### src/rtl/entropy_collector.sv
// entropy_collector: NUM_OSC oscillators XOR-folded into 16-bit words, repetition-checked,
// FIFO-buffered and read over cs/we/addr. Macro ENTROPY_COLLECTOR_DEBUG_EN selects RAW-latching debug.
`default_nettype none

module entropy_collector_rosc #(
  parameter int ROT = 0
) (
  input  logic       clk,
  input  logic       rst_ni,
  input  logic [7:0] opa_i,
  input  logic [7:0] opb_i,
  output logic       dout_o
);
  logic [7:0] opa_rot;
  logic [8:0] sum;
  logic       dout_q;

  // Carry-out fed back inverted: oscillates when opa+opb sits on the carry boundary.
  assign opa_rot = (opa_i << ROT) | (opa_i >> (8 - ROT));
  assign sum     = {1'b0, opa_rot} + {1'b0, opb_i} + {8'h00, ~dout_q};
  assign dout_o  = dout_q;

  always_ff @(posedge clk or negedge rst_ni) begin
    if (!rst_ni) dout_q <= 1'b0;
    else         dout_q <= sum[8];
  end
endmodule

module entropy_collector #(
  parameter int          NUM_OSC       = 32,
  parameter int          SAMPLE_CYCLES = 16,
  parameter int          FIFO_DEPTH    = 8,
  parameter int          REP_LIMIT     = 4,
  parameter logic [31:0] DEBUG_DELAY   = 32'h004c4b40
) (
  input  logic        clk,
  input  logic        reset,
  input  logic        cs,
  input  logic        we,
  input  logic [7:0]  addr,
  input  logic [15:0] dwrite,
  output logic [15:0] dread,
  output logic [7:0]  debug
);
  localparam int AW  = $clog2(FIFO_DEPTH);
  localparam int CW  = AW + 1;
  localparam int SCW = (SAMPLE_CYCLES > 1) ? $clog2(SAMPLE_CYCLES) : 1;
  localparam int RW  = $clog2(REP_LIMIT + 1);

  typedef enum logic [2:0] {
    IDLE    = 3'd0,
    COLLECT = 3'd1,
    CHECK   = 3'd2,
    PUSH    = 3'd3,
    ERROR   = 3'd4
  } state_t;

  state_t          state_q;
  logic            enable_q;
  logic [7:0]      opa_q, opb_q;
  logic [15:0]     acc_q, last_word_q;
  logic [4:0]      bitcnt_q;
  logic [RW-1:0]   rep_q, rep_next;
  logic            error_q;
  logic [SCW-1:0]  scnt_q;
  logic [7:0]      debug_q;

  logic [15:0]     fifo_mem_q [FIFO_DEPTH];
  logic [AW-1:0]   wr_ptr_q, rd_ptr_q;
  logic [CW-1:0]   count_q;
  logic [8:0]      count_ext;

  logic [NUM_OSC-1:0] osc;
  logic            osc_fold;
  logic [15:0]     raw;
  logic            wr_en, rd_en, ctrl_wr, flush, clr_err;
  logic            empty, full, pop, push, strobe;

  genvar i;
  generate
    for (i = 0; i < NUM_OSC; i++) begin : g_osc
      entropy_collector_rosc #(.ROT(i % 8)) u_rosc (
        .clk    (clk),
        .rst_ni (~reset),
        .opa_i  (opa_q),
        .opb_i  (opb_q),
        .dout_o (osc[i])
      );
    end
  endgenerate

  assign osc_fold  = ^osc;
  assign raw       = 16'(osc);

  assign wr_en     = cs & we;
  assign rd_en     = cs & ~we;
  assign ctrl_wr   = wr_en & (addr == 8'h00);
  assign flush     = ctrl_wr & dwrite[1];
  assign clr_err   = ctrl_wr & dwrite[2];

  assign empty     = (count_q == '0);
  assign full      = (count_q == CW'(FIFO_DEPTH));
  assign count_ext = 9'(count_q);
  assign pop       = rd_en & (addr == 8'h11) & ~empty;
  // A full FIFO still accepts the stalled word when the head leaves in the same cycle.
  assign push      = (state_q == PUSH) & (~full | pop) & ~flush;
  assign strobe    = (state_q == COLLECT) & (scnt_q == SCW'(SAMPLE_CYCLES - 1));
  assign rep_next  = (acc_q == last_word_q) ? rep_q + RW'(1) : RW'(1);

  always_ff @(posedge clk or posedge reset) begin
    if (reset)                    scnt_q <= '0;
    else if (state_q != COLLECT)  scnt_q <= '0;
    else if (strobe)              scnt_q <= '0;
    else                          scnt_q <= scnt_q + SCW'(1);
  end

  always_ff @(posedge clk or posedge reset) begin
    if (reset) begin
      state_q     <= IDLE;
      enable_q    <= 1'b0;
      opa_q       <= 8'h55;
      opb_q       <= 8'haa;
      acc_q       <= 16'h0000;
      last_word_q <= 16'h0000;
      bitcnt_q    <= 5'd0;
      rep_q       <= '0;
      error_q     <= 1'b0;
    end else begin
      if (ctrl_wr)                       enable_q <= dwrite[0];
      if (wr_en && (addr == 8'h01))      opa_q    <= dwrite[7:0];
      if (wr_en && (addr == 8'h02))      opb_q    <= dwrite[7:0];

      case (state_q)
        IDLE: if (enable_q) state_q <= COLLECT;
        COLLECT: begin
          if (!enable_q) begin
            state_q <= IDLE;
          end else if (strobe && !flush) begin
            acc_q    <= {acc_q[14:0], osc_fold};
            bitcnt_q <= bitcnt_q + 5'd1;
            if (bitcnt_q == 5'd15) state_q <= CHECK;
          end
        end
        CHECK: begin
          last_word_q <= acc_q;
          rep_q       <= rep_next;
          if (rep_next == RW'(REP_LIMIT)) begin
            error_q  <= 1'b1;
            bitcnt_q <= 5'd0;
            state_q  <= ERROR;
          end else begin
            state_q  <= PUSH;
          end
        end
        PUSH: begin
          if (push) begin
            bitcnt_q <= 5'd0;
            state_q  <= enable_q ? COLLECT : IDLE;
          end
        end
        ERROR:   if (clr_err) state_q <= IDLE;
        default: state_q <= IDLE;
      endcase

      // Flush discards the word in flight and restarts assembly from scratch.
      if (flush) begin
        acc_q    <= 16'h0000;
        bitcnt_q <= 5'd0;
        if ((state_q == PUSH) ||
            ((state_q == CHECK) && (rep_next != RW'(REP_LIMIT))))
          state_q <= COLLECT;
      end
      if (clr_err) begin
        error_q <= 1'b0;
        rep_q   <= '0;
      end
    end
  end

  always_ff @(posedge clk or posedge reset) begin
    if (reset) begin
      wr_ptr_q <= '0;
      rd_ptr_q <= '0;
      count_q  <= '0;
    end else if (flush) begin
      wr_ptr_q <= '0;
      rd_ptr_q <= '0;
      count_q  <= '0;
    end else begin
      if (push) wr_ptr_q <= wr_ptr_q + AW'(1);
      if (pop)  rd_ptr_q <= rd_ptr_q + AW'(1);
      if (push && !pop)      count_q <= count_q + CW'(1);
      else if (pop && !push) count_q <= count_q - CW'(1);
    end
  end

  always_ff @(posedge clk) begin
    if (push) fifo_mem_q[wr_ptr_q] <= acc_q;
  end

  always_comb begin
    dread = 16'h0000;
    if (rd_en) begin
      case (addr)
        8'h10:   dread = {count_ext[7:0], 5'b00000, error_q, full, empty};
        8'h11:   dread = empty ? 16'h0000 : fifo_mem_q[rd_ptr_q];
        8'h12:   dread = raw;
        8'h13:   dread = {opa_q, 5'b00000, enable_q, 2'b00};
        default: dread = 16'h0000;
      endcase
    end
  end

`ifdef ENTROPY_COLLECTOR_DEBUG_EN
  logic [31:0] dbg_cnt_q;

  always_ff @(posedge clk or posedge reset) begin
    if (reset) begin
      dbg_cnt_q <= 32'd0;
      debug_q   <= 8'h00;
    end else begin
      dbg_cnt_q <= (dbg_cnt_q == DEBUG_DELAY) ? 32'd0 : dbg_cnt_q + 32'd1;
      if (dbg_cnt_q == 32'd0) debug_q <= raw[7:0];
    end
  end
`else
  logic unused_delay;
  assign unused_delay = ^DEBUG_DELAY;

  always_ff @(posedge clk or posedge reset) begin
    if (reset) debug_q <= 8'h00;
    else       debug_q <= {error_q, full, empty, 2'b00, state_q};
  end
`endif

  logic unused_bits;
  assign unused_bits = ^{dwrite[15:8], count_ext[8]};
  assign debug       = debug_q;

endmodule

`default_nettype wire
### config.mk
export PLATFORM = sky130hd
export DESIGN_NAME = entropy_collector
export DESIGN_NICKNAME = d
export VERILOG_FILES = /design/src/rtl/entropy_collector.sv
export SDC_FILE = /design/constraint.sdc
export NUM_CORES = 1
export LEC_CHECK = 0
export ABC_CLOCK_PERIOD_IN_PS = 3200
export BUFFER_PORTS_ARGS = -buffer_cell sky130_fd_sc_hd__buf_2
export CAP_MARGIN = 30
export CORE_UTILIZATION = 46
export CTS_BUF_LIST = sky130_fd_sc_hd__clkbuf_2 sky130_fd_sc_hd__clkbuf_4 sky130_fd_sc_hd__clkbuf_8
export CTS_CLUSTER_SIZE = 20
export DETAILED_ROUTE_END_ITERATION = 10
export PLACE_DENSITY = 0.67
export REMOVE_ABC_BUFFERS = 1
export SLEW_MARGIN = 20
export SYNTH_ARGS = -nofsm -noshare
export SYNTH_HDL_FRONTEND = slang
export SYNTH_SLANG_ARGS = --single-unit
### constraint.sdc
create_clock -name clk -period 3.2 [get_ports clk]
set_input_delay 0.16 -clock clk [delete_from_list [all_inputs] [get_ports clk]]
set_output_delay 0.16 -clock clk [all_outputs]
set_load 0.02 [all_outputs]
== Word-level counts from Yosys, hierarchy flattened ==
Memory sizes are Yosys's and may differ from the RTL's.
Index checks and enable logic that the tools add are counted.
Word-level totals
  flip-flop bits (word level): 113
  bits in writable memories: 128
  bits of input ports: 28
  output and inout port bits: 24
  word-level logic and storage cells: 236
  memories kept: 1
Operators by class
  add/subtract/negate cells: 47
  equality and inequality tests: 21
  mux-type cells: 41
  bitwise operators: 54
  reductions and logical operators: 26
Memories
  fifo_mem_q: depth 8, bits a word 16, read ports 1, clocked after Yosys merged registers in 0, write ports 1, line 68  | logic [15:0] fifo_mem_q [FIFO_DEPTH];
Operators with widths (number)
  $add 9x1->9: 32
  $mux 16: 6
  $add 8x8->9: 8
  $pmux 16 s4: 1
  $mux 3: 16
  $not 1->1: 36
  $eq 8x5->1 const B: 4
  $reduce_xor 32->1: 1
  $mux 5: 5
  $mux 4: 5
  $eq 16x16->1: 1
  $pmux 3 s5: 1
  $pmux 5 s3: 1
  $reduce_bool 2->1: 7
  $ne 3x3->1 const B: 4
  $and 1x1->1: 10
  $add 3x1->3 const B: 3
  $add 4x1->4 const B: 2
  $eq 4x4->1 const B: 2
  $eq 8x1->1 const B: 1
  $eq 8x2->1 const B: 1
  $logic_not 8->1: 1
  $or 8x1->8: 1
  $or 8x2->8: 1
  other kinds (25): 39

== Logic depth before layout (Yosys ltp) ==
  depth in word-level cells: 12
  mapped depth: 11
  depth with buffers taken out: 10

== Hierarchy ==
Synthesis repeated with hierarchy kept, for this count alone.
Unflattened totals
  cell total of the unflattened synthesis: 1281
  area total of the unflattened synthesis: 15288.4 um2
Modules (own cells, without submodules)
  entropy_collector: times used 1, cells each 641, area an instance 9202.6 um2, sequential area each 5880.6 um2
  entropy_collector_rosc: times used 32, cells each 20, area an instance 190.2 um2, sequential area each 25.0 um2

== Worst setup path before layout ==
OpenSTA, ideal clock, no wires.
  path type: in2reg
  from: input addr[0]
  to: memory fifo_mem_q[1][0], enable pin
  setup time: 0.409 ns
  data arrival time: 2.424 ns
  required time: 2.791 ns
  setup slack: 0.366 ns
  stages: 6
  buffers on the path: 1
  path through: buf_6 > nor4b_2 > nand4_2 > a21oi_2 > nand3_1 > nor3_1
On the way
  word-level cells in the longest chain between the ends: 8
  elaborated cells on any way between the ends: 12
  those cells by class: 1 x eq/ne; 2 x mux; 8 x bitwise; 1 x reduce/logical
RTL lines
  start, declared: line 40  | input logic [7:0] addr,
  $eq 8x5->1: line 104  | assign pop = rd_en & (addr == 8'h11) & ~empty;
  $and 1x1->1 (2 in series): line 104
  $or 1x1->1: line 106  | assign push = (state_q == PUSH) & (~full | pop) & ~flush;
  $and 1x1->1: line 106
  $and 1x1->1 *: line 106
  $mux 1 *: line 198  | if (push) fifo_mem_q[wr_ptr_q] <= acc_q;
  $mux 1 (implied by the code) *: line 198
  end, declared: line 68
Mark *: on every way between the ends. The rest lies on a longest branch, timed or not.

== Final worst setup path ==
  from: register count_q[1]
  to: output dread[12]
On the way
  word-level cells in the longest chain between the ends: 4
RTL lines
  start, declared: line 70  | logic [CW-1:0] count_q;
  start signal, assigned: line 192  | if (push && !pop) count_q <= count_q + CW'(1);
  start signal, assigned: line 193  | else if (pop && !push) count_q <= count_q - CW'(1);
  $logic_not 4->1: line 101  | assign empty = (count_q == '0);
  $mux 16: line 206  | 8'h11: dread = empty ? 16'h0000 : fifo_mem_q[rd_ptr_q];
  $pmux 16 s4: line 204  | case (addr)
  $mux 16: line 203  | if (rd_en) begin
  end, declared: line 42  | output logic [15:0] dread,
Every way passes these cells.

==> reports/results.tsv <==
metric	value	unit
ff2ff_path_depth	8	
synth-seq-cells	241	
wl_per_cell	19.9	um
tns	0	ps
final_antenna_net_count	0	
synthArstFlopShare	0.469	
n_antenna_cell	0	
synth_area_leaders	edfxtp_1 31%, dfrtp_1 21%, ha_1 7.2%, mux4_2 5.7%, xnor2_1 5.3%	
post-place-cells	1354	
yosysUniqueCellTypes	69	
period_share	0.930	
avgViaCountPerCell	5.67	
crit_buf_inv	1	
fill_cells	2261	
hp-class	input port to asynchronous set/reset pin	
port_buffers	41	
area_growth	14.4	%
setup_violations	0	
synth_top_cell_area_share	0.306	
drtPass1Iterations	5	
ios	52	
final_nets	1175	
crit_chain	or4_4 -> and3_1 -> a222oi_1 -> nor2_1 -> buf_2	
critPathKind	flop to primary output	
cts_sinks	241	
die_w	167	um
slowest_stage	or4_4	
grt_use_total	0.210	
cts_tree	built	
layout.cells.non_filler	1439	
ys_seq_area_frac	0.532	
worst_path_largest_cell_delay	590	ps
cts_resized	0	
cts_buffer_depth	3	
crit_cells	5	
row_count	60	
start_util	0.467	
cp_top_family	simple AND/OR/NAND/NOR gates	
layout_min_cycle_time	2980	ps
grt_pass1_wl	44900	um
die_h	167	um
htree_num_levels	2	
grt_pass1_vias	8002	
fin_worst_skew	28.1	ps
rsz0062_at_grt	false	
die-area	0.0280	sq mm
gp_congestion	0.825	
peakVddDrop	0.322	mV
ys.warnings.count	0	
core	0.0269	sq mm
drive_gt1_frac	0.225	
vias	8160	
syn-mean-instance-area	13.0	sq um
clk_pin_slew	70	ps
antenna_found_initial	0	
cp_max_fo	19	
finalWirelength	28600	um
syn_inst	963	
route.detailed.drc	0	
clockRootBuffer	clkbuf_8	
worstMarginPinSlew	781	ps
slew_headroom	0.479	
power_density	454	mW/mm^2
critPathLaunchType	flop	
synth-edff-count	128	
p_leak	0.00631	uW
syn_area	0.0126	sq mm
max_freq	0.336	GHz
status	finished, final reports clean	
gr-total-overflow	0	
dpl.hpwl	19500	um
hold_viol	0	
insertion_delay	550	ps
maxCapViolations	0	
synth_top_area_cell	edfxtp_1	
worst_setup_path_end_kind	primary output	
numCtsBuffers	40	
drt_iter0_markers	615	
ys.flop_type	edfxtp_1	
worstPathRequired	3040	ps
grt_max_degree	71	
cp.arrival	2820	ps
drv_slew	0	
cell type report:
class | instances | area [sq um] | area share
clock inverter | 8 | 81.3 | 0.00566
clock buffer | 66 | 802 | 0.0558
multi-input combinational | 677 | 5690 | 0.396
timing repair buffer | 87 | 621 | 0.0432
inverter | 19 | 73.8 | 0.00514
tap | 341 | 427 | 0.0297
sequential | 241 | 6680 | 0.465
path summary, 6_finish.rpt:
check	slack [ps]	from	end
max	220	count_q[1]$_DFFE_PP0P_	dread[12]
min	70	reset	enable_q$_DFFE_PP0N_
max reg2reg	510	opb_q[0]$_DFFE_PP0P_	g_osc[7].u_rosc.dout_o$_DFF_PP0_
min reg2reg	480	error_q$_DFFE_PP0P_	debug[7]$_DFF_PP0_
max in group asynchronous	2200	reset	g_osc[15].u_rosc.dout_o$_DFF_PP0_
min in group clk	100	cs	rd_ptr_q[1]$_DFFE_PP0P_
synthesized netlist by cell type (11+ instances only):
| master | number |
|---|---|
| a21o_1 | 17 |
| a21oi_1 | 50 |
| a222oi_1 | 11 |
| a22o_1 | 18 |
| clkbuf_1 | 12 |
| dfrtp_1 | 105 |
| edfxtp_1 | 128 |
| ha_1 | 72 |
| inv_1 | 19 |
| mux2_2 | 33 |
| mux4_2 | 32 |
| nand2_1 | 83 |
| nand3_1 | 18 |
| nand4_1 | 15 |
| nor2_1 | 76 |
| xnor2_1 | 76 |
| xor2_1 | 47 |
flip-flops by register name, summed over array words and instances, names as in the netlist, 4 cells and up:
name,cells
acc_q,16
bitcnt_q,5
count_q,4
debug,6
fifo_mem_q,128
g_osc.u_rosc.dout_o,32
last_word_q,16
opa_q,8
opb_q,8
scnt_q,4
layer usage:
layer	routed length (um)	vias to the layer above	track usage	part of all wire
met5	0	-	0	0
met4	406	0	0.0574	0.014
met3	1730	33	0.0366	0.061
met2	13100	220	0.318	0.46
met1	13400	4093	0.311	0.47
li1	-	3814	-	-
cells in the final DEF (no fill, tap or decap), types with 5 or more instances in the layout:
| cell | instances |
|---|---|
| edfxtp_1 | 128 |
| dfrtp_1 | 104 |
| nand2_1 | 83 |
| nor2_1 | 76 |
| xnor2_1 | 76 |
| ha_1 | 72 |
| a21oi_1 | 50 |
| clkbuf_8 | 49 |
| xor2_1 | 47 |
| buf_2 | 41 |
| mux2_2 | 33 |
| buf_4 | 33 |
| mux4_2 | 32 |
| nand3_1 | 18 |
| inv_1 | 18 |
| a22o_1 | 18 |
| a21o_1 | 17 |
| clkbuf_4 | 17 |
| nand4_1 | 15 |
| a222oi_1 | 11 |
| dlygate4sd3_1 | 10 |
| o21ai_0 | 9 |
| o21ai_1 | 9 |
| fa_1 | 9 |
| o21bai_1 | 8 |
| dfstp_2 | 8 |
| and3_1 | 6 |
| nor3_2 | 5 |
| nor4_1 | 5 |
| a22oi_1 | 5 |
worst reg2reg max path, delay by kind of cell (launching register included):
family / cells / cell delay, ps
fa+ha+maj: 2 / 730
simple gates: 2 / 710
flops: 1 / 550
compound gates: 2 / 350
xor+xnor: 1 / 150
mux: 1 / 90
stage by stage:
step	hold WS [ps]	utilization	worst slack [ps]	cell area (sq um)	total power [uW]
final	71.2	0.535	224	14400	6530
after global routing	75.1	0.535	96.1	14400	6750
after CTS	55.1	0.534	208	14300	6580
after detailed placement	401	0.497	531	13400	3650
after global placement	402	0.497	585	13400	3650
after floorplan	311	-	65.9	12400	3560
power by group:
part           total, uW  internal (uW)  switching [uW]
Combinational        298            141             156
Clock               2920           1680            1240
Sequential          3310           3270            42.2
cell families (layout without fill, tap and decap cells):
kind of cell,count (synthesis),after routing,synth area share
XOR/XNOR,123,123,0.0858
AND/OR/NAND/NOR,246,246,0.100
other,1,2,0.000299
multiplexers,68,68,0.0896
adder cells (fa/ha/maj),81,81,0.0861
AO/OA/AOI/OAI,157,157,0.0894
flip-flops,241,241,0.532
buffers and inverters,46,180,0.0166
repair_timing:
action / 4_1_cts / 5_1_grt
hold buffers: 10 / 0
setup buffers: 0 / 0
hold endpoints to repair: 78 / 0
(Power assumes the default switching activity.)
